==> src/rtl/if_fetch_pipe.sv <==
// Instruction-fetch stage: PC register, boot/run/hold FSM and IF/ID latch with stall, flush and redirect.
// Optional stall/squash event counters are built when FETCH_PERF_CNT_EN is defined.
module if_fetch_pipe #(
  parameter logic [31:0] RESET_PC  = 32'h0000_0000,
  parameter logic [31:0] NOP_INSTR = 32'h0000_0000
) (
  input  logic        clk,
  input  logic        rst,
  input  logic [31:0] pc_incr,
  input  logic [31:0] imem_rdata,
  input  logic        stall,
  input  logic        flush,
  input  logic        branch_taken,
  input  logic [31:0] branch_target,
  output logic [31:0] pc_out,
  output logic [31:0] ifid_npc,
  output logic [31:0] ifid_instr,
  output logic        ifid_valid,
  output logic [1:0]  fetch_state
`ifdef FETCH_PERF_CNT_EN
  ,
  output logic [31:0] stall_cnt,
  output logic [31:0] squash_cnt
`endif
);

  typedef enum logic [1:0] {
    BOOT = 2'd0,
    RUN  = 2'd1,
    HOLD = 2'd2
  } state_t;

  state_t      state, state_nxt;
  logic [31:0] pc_p0;
  logic [31:0] npc_p1;
  logic [31:0] instr_p1;
  logic        vld_p1;
  logic        squash;

  assign squash = flush | branch_taken;

  always_ff @(posedge clk) begin
    if (rst) state <= BOOT;
    else     state <= state_nxt;
  end

  always_comb begin
    state_nxt = state;
    case (state)
      BOOT:    state_nxt = (branch_taken || !stall) ? RUN : HOLD;
      RUN:     state_nxt = (stall && !branch_taken) ? HOLD : RUN;
      HOLD:    state_nxt = (!stall || branch_taken) ? RUN : HOLD;
      default: state_nxt = BOOT;
    endcase
  end

  // Stage 0: program counter; a redirect beats a stall.
  always_ff @(posedge clk) begin
    if (rst)               pc_p0 <= RESET_PC;
    else if (branch_taken) pc_p0 <= branch_target;
    else if (!stall)       pc_p0 <= pc_incr;
  end

  // Stage 1: IF/ID latch; a squash still lands while stalled so the hazard unit cannot keep a dead instruction.
  always_ff @(posedge clk) begin
    if (rst || squash) begin
      npc_p1   <= 32'd0;
      instr_p1 <= NOP_INSTR;
      vld_p1   <= 1'b0;
    end else if (!stall) begin
      npc_p1   <= pc_incr;
      instr_p1 <= imem_rdata;
      vld_p1   <= 1'b1;
    end
  end

`ifdef FETCH_PERF_CNT_EN
  always_ff @(posedge clk) begin
    if (rst) begin
      stall_cnt  <= 32'd0;
      squash_cnt <= 32'd0;
    end else begin
      if (stall && !branch_taken) stall_cnt <= stall_cnt + 32'd1;
      if (squash)                 squash_cnt <= squash_cnt + 32'd1;
    end
  end
`endif

  assign pc_out      = pc_p0;
  assign ifid_npc    = npc_p1;
  assign ifid_instr  = instr_p1;
  assign ifid_valid  = vld_p1;
  assign fetch_state = state;

endmodule

==> config.mk <==
export PLATFORM = sky130hd
export DESIGN_NAME = if_fetch_pipe
export DESIGN_NICKNAME = d
export VERILOG_FILES = /design/src/rtl/if_fetch_pipe.sv
export SDC_FILE = /design/constraint.sdc
export NUM_CORES = 1
export LEC_CHECK = 0
export ABC_AREA = 1
export BUFFER_PORTS_ARGS = -buffer_cell sky130_fd_sc_hd__buf_2
export CAP_MARGIN = 20
export CORE_MARGIN = 5
export CORE_UTILIZATION = 50
export DETAILED_ROUTE_END_ITERATION = 7
export PLACE_DENSITY = 0.84
export SLEW_MARGIN = 10
export SYNTH_ARGS = -nofsm -noshare
export SYNTH_HDL_FRONTEND = slang
export SYNTH_SLANG_ARGS = --single-unit
==> constraint.sdc <==
create_clock -name clk -period 2.29 [get_ports clk]
set_input_delay 0.3435 -clock clk [delete_from_list [all_inputs] [get_ports clk]]
set_output_delay 0.3435 -clock clk [all_outputs]
set_load 0.02 [all_outputs]
Yosys cells after proc, flatten, opt, wreduce, memory -nomap -nowiden
Index checks and enable logic that the tools add are counted.
{"block": "op_classes", "n_bitwise": 1, "n_eq_ne": 3, "muxes": 5, "reduce_logical": 7}
{"op": "32-bit 2-to-1 mux", "n": 2}
{"op": "2-bit 2-to-1 mux", "n": 2}
{"op": "2-bit one-hot mux with 2 select lines", "n": 1}
{"op": "2-bit by 1-bit == test with 1-bit output, second input constant", "n": 1}
{"op": "2-bit == test, second input constant", "n": 1}
{"op": "1-bit zero test", "n": 2}
{"op": "2-bit zero test", "n": 1}
{"op": "1-bit logical OR", "n": 2}
{"op": "2-bit by 1-bit != test with 1-bit output, second input constant", "n": 1}
{"op": "2-bit OR reduction", "n": 1}
{"op": "1-bit logical AND", "n": 1}
{"op": "1-bit bitwise OR", "n": 1}
{"block": "word_totals", "output_inout_bits": 99, "register_bits": 99, "word_cells": 21, "inputBits": 101}

Depth between registers and ports, before layout
Gate-level depths: netlist (run 1).
{"block": "logic_depth", "depth_word": 4, "depth_mapped": 8, "mapped_depth_nobuf": 5}

Worst setup path after synthesis (run 1)
Ideal clock, no wire load.
{"block": "synth_path", "path_type": "input port to flip-flop", "startpoint": "in branch_taken", "endpoint": "reg pc_p0[23] (netlist: pc_out[23])", "t_required_ns": 2.177, "n_path_buf": 3, "setup_ns": 0.113, "path_slack_ns": 1.182, "cell_stages": 8, "arrival_time_ns": 0.995, "path_cell_list": "buf_6 > inv_2 > buf_4 > buf_4 > nand3_1 > nand2_1 > nand2_1 > nand2_1"}
{"block": "synth_between", "elab_chain_len": 1, "elab_cells_between_ends": 2, "classes_between": "eq/ne (1); mux (1)"}
{"item": "start, declared", "line_no": "13", "rtl": "input logic branch_taken,"}
{"item": "2-bit by 1-bit != test with 1-bit output (no line) or 32-bit 2-to-1 mux (tied branches)"}
{"item": "end signal, assigned", "line_no": "60", "rtl": "else if (branch_taken) pc_p0 <= branch_target;"}
{"item": "end signal, assigned", "line_no": "61", "rtl": "else if (!stall) pc_p0 <= pc_incr;"}
{"item": "end, declared", "line_no": "34", "rtl": "logic [31:0] pc_p0;"}
Several ways; a longest one is shown, not always the timed one.
A chain may end at the register's enable or synchronous reset.

Worst setup path after layout (run 1)
{"block": "layout_path", "startpoint": "in branch_taken", "endpoint": "reg pc_p0[11] (netlist: pc_out[11])"}
The elaborated chain is that of the path after synthesis.

==> summary.txt, run 1 <==
Die Y = 101 µm
Synth unique cells = 15
Worst endpoint data arrival time = 1.69 ns
Tcrit/Tclk final = 62.5%
Die X = 101 µm
Final WL = 11.8 mm
Final Max Tran Viols = 0
Status = finished, final reports clean
Worst IR Drop VDD = 0.338 mV
Die area = 10,100 µm²
Hold Crit Class = in -> reg
CTS Hold Bufs = 0
Worst-margin pin slew = 0.795 ns
Remaining antenna violation count after routing = 0
Final Wtd Congestion = 0.805
Synth Register Bits = 99
DR DRC count = 0
Final Hold Violating Endpoints = 0
CP Max Fanout = 49
Clock transition at the registers of the reported paths = 0.10 ns
Final min period = 1.43 ns
Vias post-DR = 4,181
TritonCTS sink count = 99
Crit end category = register
Global-route wire length before repair = 18.8 mm
Final setup vio count = 0
Drt first pass iters = 4
Commonest non-fill, non-tap cell in the layout = nand2_1
Fin util = 64.8%
Syn-to-layout area delta = 27.6%
CTS Buf Count = 9
Post_cts resized = 0
Initial antenna violation count = 0
WHS = 0.236 ns
GRT Util Overall = 22.7%
Drt wl/cell = 14.1 µm
Root Driver = clkbuf_8
Cell Pwr Density = 636 nW/µm²
I/O Pins = 200
Most frequent cells in the layout = nand2_1, buf_2, dfxtp_1
Seq/Total Area, Yosys = 48.3%
Ys Warns = 0
WP data required = 2.55 ns
Final Non-Filler Cells = 837
Grt total ovfl = 0
Top cells by area, synth = dfxtp_1, nand2_1, a21oi_2
Unrepaired setup endpoints after global routing = no
Placed wire-length estimate = 8.56 mm
Port Buffers = 199
Vias per std cell = 5.00
CTS H-tree depth = 3
Fin Clk Skew = 0.000512 ns
Clock tree buffer depth = 2
Mapped Area = 4110 µm²
Clk_lat worst skew = 0.34 ns
TNS Setup = 0 ns
FP Rows = 33
Synth area leader = dfxtp_1
Vias in the first global route = 4,091
Leak Pwr = 2.78 nW
Diodes inserted = 0
1st-iter DRT viols = 130
Max Fclk = 0.699 GHz
Setup Fix Bufs, Post-CTS = 0
Largest net degree at the start of global routing = 114
Final nets = 828
Max cap viols = 0
Syn_area_per_cell = 7.45 µm²
Starting Density = 50.7%
WS Path Type = in -> reg
Std-Cell Core Area = 8090 µm²
Setup crit start kind = input port
CTS tree = built
Share of the synthesized area in the top cell type = 48.3%
Slew margin rel. = 46.9%
Power Total = 3.33 mW
Layout cell share with drive strength beyond 1 = 36.2%
Cells after DPL = 821
Syn Inst Count = 551
Syn_nets = 652
## metal layers
layer	up-vias	GRT usage, %	wire, µm	share of wire [%]
li1	2075	-	-	-
met1	1884	27.6	4710	40
met2	197	38.2	5640	48
met3	25	6.09	1200	10
met4	0	8.50	286	2.4
met5	-	0	0	0
## state kept, by name, indices dropped and copies added, names as in the netlist
signal	count
ifid_valid	1
ifid_instr	32
ifid_npc	32
fetch_state	2
pc_out	32
## layout make-up
cell class                      instances  area, µm²
Tap cell                              105        131
Inverter                               36        135
Multi-Input combinational cell        376       1750
Fill cell                             715       2850
Clock buffer                            9        124
Clock inverter                          7       52.6
Timing Repair Buffer                  205       1070
Sequential cell                        99       1980
## synth_stat cells, drive strengths merged
| master | instances |
|---|---|
| clkbuf | 6 |
| a21oi | 65 |
| nor3 | 1 |
| nor2 | 35 |
| buf | 34 |
| dfxtp | 99 |
| inv | 36 |
| nand2 | 211 |
| nand3 | 64 |
## where the power goes
group	internal, mW	switching (mW)	leakage [nW]
clock network	0.403	0.608	0.0900
logic	0.183	0.324	1.88
registers	1.78	0.0337	0.808
## final timing paths
path                                   from                    endpoint  slack, ns  depth (start not counted)
hold reg to reg   ifid_npc[30]$_SDFFE_PP0N_   ifid_npc[30]$_SDFFE_PP0N_       0.47                          2
setup reg to reg    pc_out[13]$_SDFFE_PP0P_     pc_out[13]$_SDFFE_PP0P_       1.55                          4
hold / removal                imem_rdata[4]  ifid_instr[4]$_SDFFE_PP0N_       0.24                          3
setup / recovery               branch_taken     pc_out[11]$_SDFFE_PP0P_       0.86                          6
## kinds of logic (layout without fill, tap and decap cells)
logic type | after synthesis | after routing | synth area share [%]
compound gates | 65 | 65 | 11.6
buf+inv | 76 | 257 | 9.29
simple gates | 311 | 311 | 30.9
flops | 99 | 99 | 48.3
## worst max-delay path, cell delays in order
cell and delay, ns:
buf_2 0.42, inv_2 0.47, nand3_1 0.23, nand3_1 0.09, nand2_1 0.06, inv_1 0.04
## per-stage QoR
stage / instance area (µm²) / worst slack (ns)
6_report: 5240 / 0.860
5_1_grt: 5240 / 0.735
4_1_cts: 5240 / 0.866
3_5_place_dp: 5060 / 0.477
3_3_place_gp: 5060 / 0.575
2_1_floorplan: 4110 / 1.18
(Power assumes the default switching activity.)
==> run 2: changes to the inputs <==
- ABC_AREA: 1 -> 0
- CORE_UTILIZATION: 50 -> 41
- PLACE_DENSITY: 0.84 -> 0.74
- clock period: 2.29 -> 1.2 ns (I/O delays scaled with it)
==> summary.txt, run 2 <==
Proportion of synthesized flip-flops having asynchronous set or reset = 0%
Final WL = 10.7 mm
Max incr delay on CP = 0.37 ns
Final nets = 685
WS Path Type = reg -> out
Status = finished, final reports clean
Die Y = 107 µm
Worst-margin pin slew = 0.374 ns
Die X = 107 µm
Hold Crit Class = in -> reg
Initial antenna violation count = 0
Seq/Total Area, Yosys = 51.2%
Vias in the first global route = 3,540
Max cap viols = 0
Synth unique cells = 19
Die area = 11,500 µm²
Post_cts resized = 0
EDFF count, synth = 0
Most frequent cells in the layout = buf_2, dfxtp_1, nand2_1
Clk_lat worst skew = 0.34 ns
Final Max Tran Viols = 0
Main synth FF type = dfxtp_1
FF/Latch Area = 1980 µm²
Clock transition at the registers of the reported paths = 0.10 ns
Max Fclk = 0.926 GHz
P_sw = 1.74 mW
Ys Warns = 0
Setup Fix Bufs, Post-CTS = 0
Diodes inserted = 0
Tcrit/Tclk final = 90.0%
Slew margin rel. = 75.1%
I/O Pins = 200
Internal = 5.21 mW
Setup crit start kind = register
Root Driver = clkbuf_8
Worst IR Drop VDD = 0.957 mV
CTS tree = built
Post-DP Area = 5020 µm²
Switching Share = 25.0%
CP max stage cell = dfxtp_1
Setup ws final = 0.120 ns
Remaining antenna violation count after routing = 0
Cell Pwr Density = 1320 nW/µm²
Sequential power share = 50.0%
Vias post-DR = 3,479
Syn Inst Count = 393
Port Buffers = 199
Top delay family on crit path = flip-flops
Final Hold Violating Endpoints = 0
Synth Register Bits = 99
TNS Setup = 0 ns
Syn-to-layout area delta = 36.0%
CP Max Fanout = 2
CTS Hold Bufs = 0
Placed wire-length estimate = 7.99 mm
Clock tree buffer depth = 2
Syn_area_per_cell = 9.84 µm²
Leak Pwr = 2.42 nW
Critical Path Start = ifid_instr[20]$_SDFFE_PP0N_
Worst slack, placed = -0.0114 ns
Final Wtd Congestion = 0.763
CTS H-tree depth = 3
Comb power frac = 13.7%
Hold Path Origin = imem_rdata[9]
Global-route wire length before repair = 17.0 mm
Grt total ovfl = 0
Power Total = 6.95 mW
Drt wl/cell = 14.9 µm
TritonCTS sink count = 99
Multi-input logic area = 1710 µm²
Synth area leader = dfxtp_1
Final instance area = 5260 µm²
CTS Buf Count = 9
Commonest non-fill, non-tap cell in the layout = buf_2
CP cell instances = buf_2
1st-iter DRT viols = 159
Vias per std cell = 4.85
Largest net degree at the start of global routing = 61
Most common cell in the netlist = dfxtp_1
WP data required = 1.02 ns
Fin util = 56.9%
Share of the synthesized area in the top cell type = 51.2%
Drt first pass iters = 4
Post-synth top cells = dfxtp_1, nand2_1
FP Rows = 35
Crit end category = primary output
Worst endpoint data arrival time = 0.90 ns
GRT Util Overall = 18.2%
Critical R2R Launch = pc_out[24]$_SDFFE_PP0P_
Final setup vio count = 0
Clk pwr share = 36.3%
Final min period = 1.08 ns
Top cells by area, synth = dfxtp_1, mux2i_1, a311oi_1
DR DRC count = 0
Syn_nets = 494
Unrepaired setup endpoints after global routing = no
Starting Density = 41.9%
Std-Cell Core Area = 9240 µm²
CP Buf/Inv Count = 1
Fill count = 837
Layout cell share with drive strength beyond 1 = 47.0%
Mapped Area = 3870 µm²
Fin Clk Skew = 0.000273 ns
## run 2: cell count changes after synthesis, sizes merged, moves of 3 or more
cell    delta
clkbuf     +6
inv       -34
buf       -15
a311oi    +32
nor2b     +32
nand2    -147
a21oi     -31
nand3     -64
nand2b    +32
nor2       -3
mux2i     +32
## run 2: metal layers
layer / vias to the layer above / share of wire [%] / track usage [%] / wire (µm)
met2: 147 / 47 / 30.3 / 5020
met4: 0 / 1.2 / 4.38 / 133
met1: 1608 / 40 / 21.3 / 4320
li1: 1708 / - / - / -
met5: - / 0 / 0 / 0
met3: 16 / 11 / 8.13 / 1220
## run 2: area by class of cell
| type | instances | area share [%] |
|---|---|---|
| well taps | 129 | 3.07 |
| repair buffers | 211 | 22.1 |
| inverters | 2 | 0.143 |
| clock inverters | 6 | 2.12 |
| clock buffers | 10 | 2.43 |
| flip-flops and latches | 99 | 37.7 |
| multi-input cells | 261 | 32.5 |
## run 2: final timing paths
path / endpoint / slack (ns) / cells past startpoint
max: ifid_instr[20] / 0.12 / 1
min: ifid_instr[9]$_SDFFE_PP0N_ / 0.06 / 3
max reg2reg: pc_out[24]$_SDFFE_PP0P_ / 0.38 / 2
min reg2reg: ifid_valid$_SDFFE_PP0N_ / 0.45 / 2
## run 2: per-stage QoR
stage / std cells / hold WS (ns)
after floorplan: 393 / 0.324
after global placement: 702 / 0.411
after detailed placement: 702 / 0.423
after CTS: 718 / 0.0398
after global routing: 718 / 0.0470
final: 718 / 0.0564
## run 2: cell families after synthesis
group / share of synthesized area, %
flops: 51.2
compound gates: 13.8
mux: 8.28
buf+inv: 4.75
simple gates: 22.0
## run 2: power groups by stage
| stage | Clock (mW) | Combinational (mW) | Sequential (mW) |
|---|---|---|---|
| 5_1_grt | 2.74 | 1.04 | 3.49 |
| 6_report | 2.52 | 0.954 | 3.47 |
| 4_1_cts | 2.60 | 0.962 | 3.47 |
| 2_1_floorplan | 0 | 0.408 | 3.69 |
| 3_3_place_gp | 0 | 0.942 | 3.54 |
| 3_5_place_dp | 0 | 0.961 | 3.55 |
==> run 3: changes to the inputs <==
- CORE_ASPECT_RATIO: unset -> 0.7
==> summary.txt, run 3 (same netlist as run 2, synthesis figures left out) <==
Sequential power share = 48.6%
Global-route wire length before repair = 17.5 mm
GRT Util Overall = 18.7%
Clock transition at the registers of the reported paths = 0.06 ns
Final min period = 1.05 ns
Hold depth = 3
Hold EP = ifid_instr[10]$_SDFFE_PP0N_
Tcrit/Tclk final = 87.8%
WS Path Type = reg -> out
I/O Pins = 200
Largest net degree at the start of global routing = 45
Unrepaired setup endpoints after global routing = no
Worst slack, placed = 0.0208 ns
Clk_lat worst skew = 0.34 ns
Fin Clk Skew = 0.000719 ns
Multi-input logic area = 1710 µm²
CTS Hold Bufs = 0
Grt total ovfl = 0
Final Non-Filler Cells = 712
Fill count = 826
Depth of the most critical reg-to-reg path = 2
WP data required = 1.02 ns
Drt first pass iters = 4
Setup crit start kind = register
Leak Pwr = 2.44 nW
TNS Setup = 0 ns
Clock tree buffer depth = 2
Slew margin rel. = 74.5%
Max incr delay on CP = 0.36 ns
Vias per std cell = 4.92
Vias post-DR = 3,504
Cell Pwr Density = 1350 nW/µm²
Placed wire-length estimate = 8.22 mm
R2R setup slack = 0.42 ns
Final WL = 10.9 mm
Post-DP Area = 5020 µm²
Std-Cell Core Area = 9140 µm²
Switching Share = 25.3%
Max Fclk = 0.949 GHz
Die Y = 91.3 µm
Commonest non-fill, non-tap cell in the layout = buf_2
Hold Crit Class = in -> reg
Crit end category = primary output
CP max stage cell = dfxtp_1
DR DRC count = 0
CP cell instances = buf_2
Final Wtd Congestion = 0.818
Vias in the first global route = 3,505
Remaining antenna violation count after routing = 0
Final Max Tran Viols = 0
CTS tree = built
FP Rows = 29
1st-iter DRT viols = 158
Crit Reg-Reg Endpoint = pc_out[26]$_SDFFE_PP0P_
Die area = 11,500 µm²
Cells after DPL = 696
Setup Fix Bufs, Post-CTS = 0
Root Driver = clkbuf_16
Diodes inserted = 0
Fin util = 58.0%
Final setup vio count = 0
CP Buf/Inv Count = 1
Port Buffers = 199
Final nets = 684
Worst IR Drop VDD = 0.723 mV
Die X = 126 µm
FF/Latch Area = 1980 µm²
WHS = 0.0721 ns
Drt wl/cell = 15.4 µm
Critical R2R Launch = pc_out[26]$_SDFFE_PP0P_
P_sw = 1.81 mW
Most frequent cells in the layout = buf_2, dfxtp_1, nand2_1
Starting Density = 42.3%
Max cap viols = 0
CTS H-tree depth = 3
Worst endpoint data arrival time = 0.87 ns
Layout cell share with drive strength beyond 1 = 46.9%
Comb power frac = 13.5%
Internal = 5.33 mW
TritonCTS sink count = 99
Final instance area = 5300 µm²
Final Hold Violating Endpoints = 0
Worst-margin pin slew = 0.383 ns
Setup ws final = 0.147 ns
Syn-to-layout area delta = 37.1%
CTS Buf Count = 9
Top delay family on crit path = flip-flops
Initial antenna violation count = 0
Clk pwr share = 37.9%
Hold Path Origin = imem_rdata[10]
Status = finished, final reports clean
Post_cts resized = 0
Power Total = 7.15 mW
CP Max Fanout = 2
## run 3: changes by cell type in the layout (fill, tap and decap cells not counted)
| cell | before | now |
|---|---|---|
| buf_12 | 6 | 7 |
| clkinvlp_4 | 1 | 2 |
| clkbuf_16 | 0 | 9 |
| bufinv_16 | 3 | 0 |
| clkbuf_8 | 9 | 2 |
| buf_4 | 7 | 5 |
| inv_6 | 1 | 0 |
| clkinv_2 | 1 | 2 |
## run 3: how the worst max path moves through the flow
stage	startpoint	endpoint	slack, ns	depth (start not counted)
6_report	ifid_npc[11]$_SDFFE_PP0N_	ifid_npc[11]	0.15	1
5_1_grt	ifid_npc[18]$_SDFFE_PP0N_	ifid_npc[18]	0.1	1
4_1_cts	ifid_npc[18]$_SDFFE_PP0N_	ifid_npc[18]	0.12	1
3_5_place_dp	branch_taken	ifid_instr[31]$_SDFFE_PP0N_	0.02	4
3_3_place_gp	branch_taken	ifid_npc[2]$_SDFFE_PP0N_	0.06	4
2_1_floorplan	rst	ifid_npc[10]$_SDFFE_PP0N_	0.12	5
## run 3: layer usage
metal / track usage, % / share of wire, %
met5: 0 / 0
met1: 22.3 / 41
met4: 7.50 / 1.8
met3: 5.98 / 8.2
met2: 31.5 / 49
## run 3: power groups by stage
stage                     Combinational [mW]  Clock, mW  Sequential, mW
after CTS                              0.974       2.80            3.47
after floorplan                        0.408          0            3.69
after global routing                    1.05       2.93            3.48
after detailed placement               0.972          0            3.54
final                                  0.966       2.71            3.47
after global placement                 0.952          0            3.54
## run 3: area by class of cell
type / count / area share (%)
clock buffer: 12 / 4.84
inverter: 2 / 0.142
timing repair buffer: 210 / 22.0
sequential: 99 / 37.4
tap: 124 / 2.93
clock inverter: 4 / 0.472
multi-input combinational: 261 / 32.2
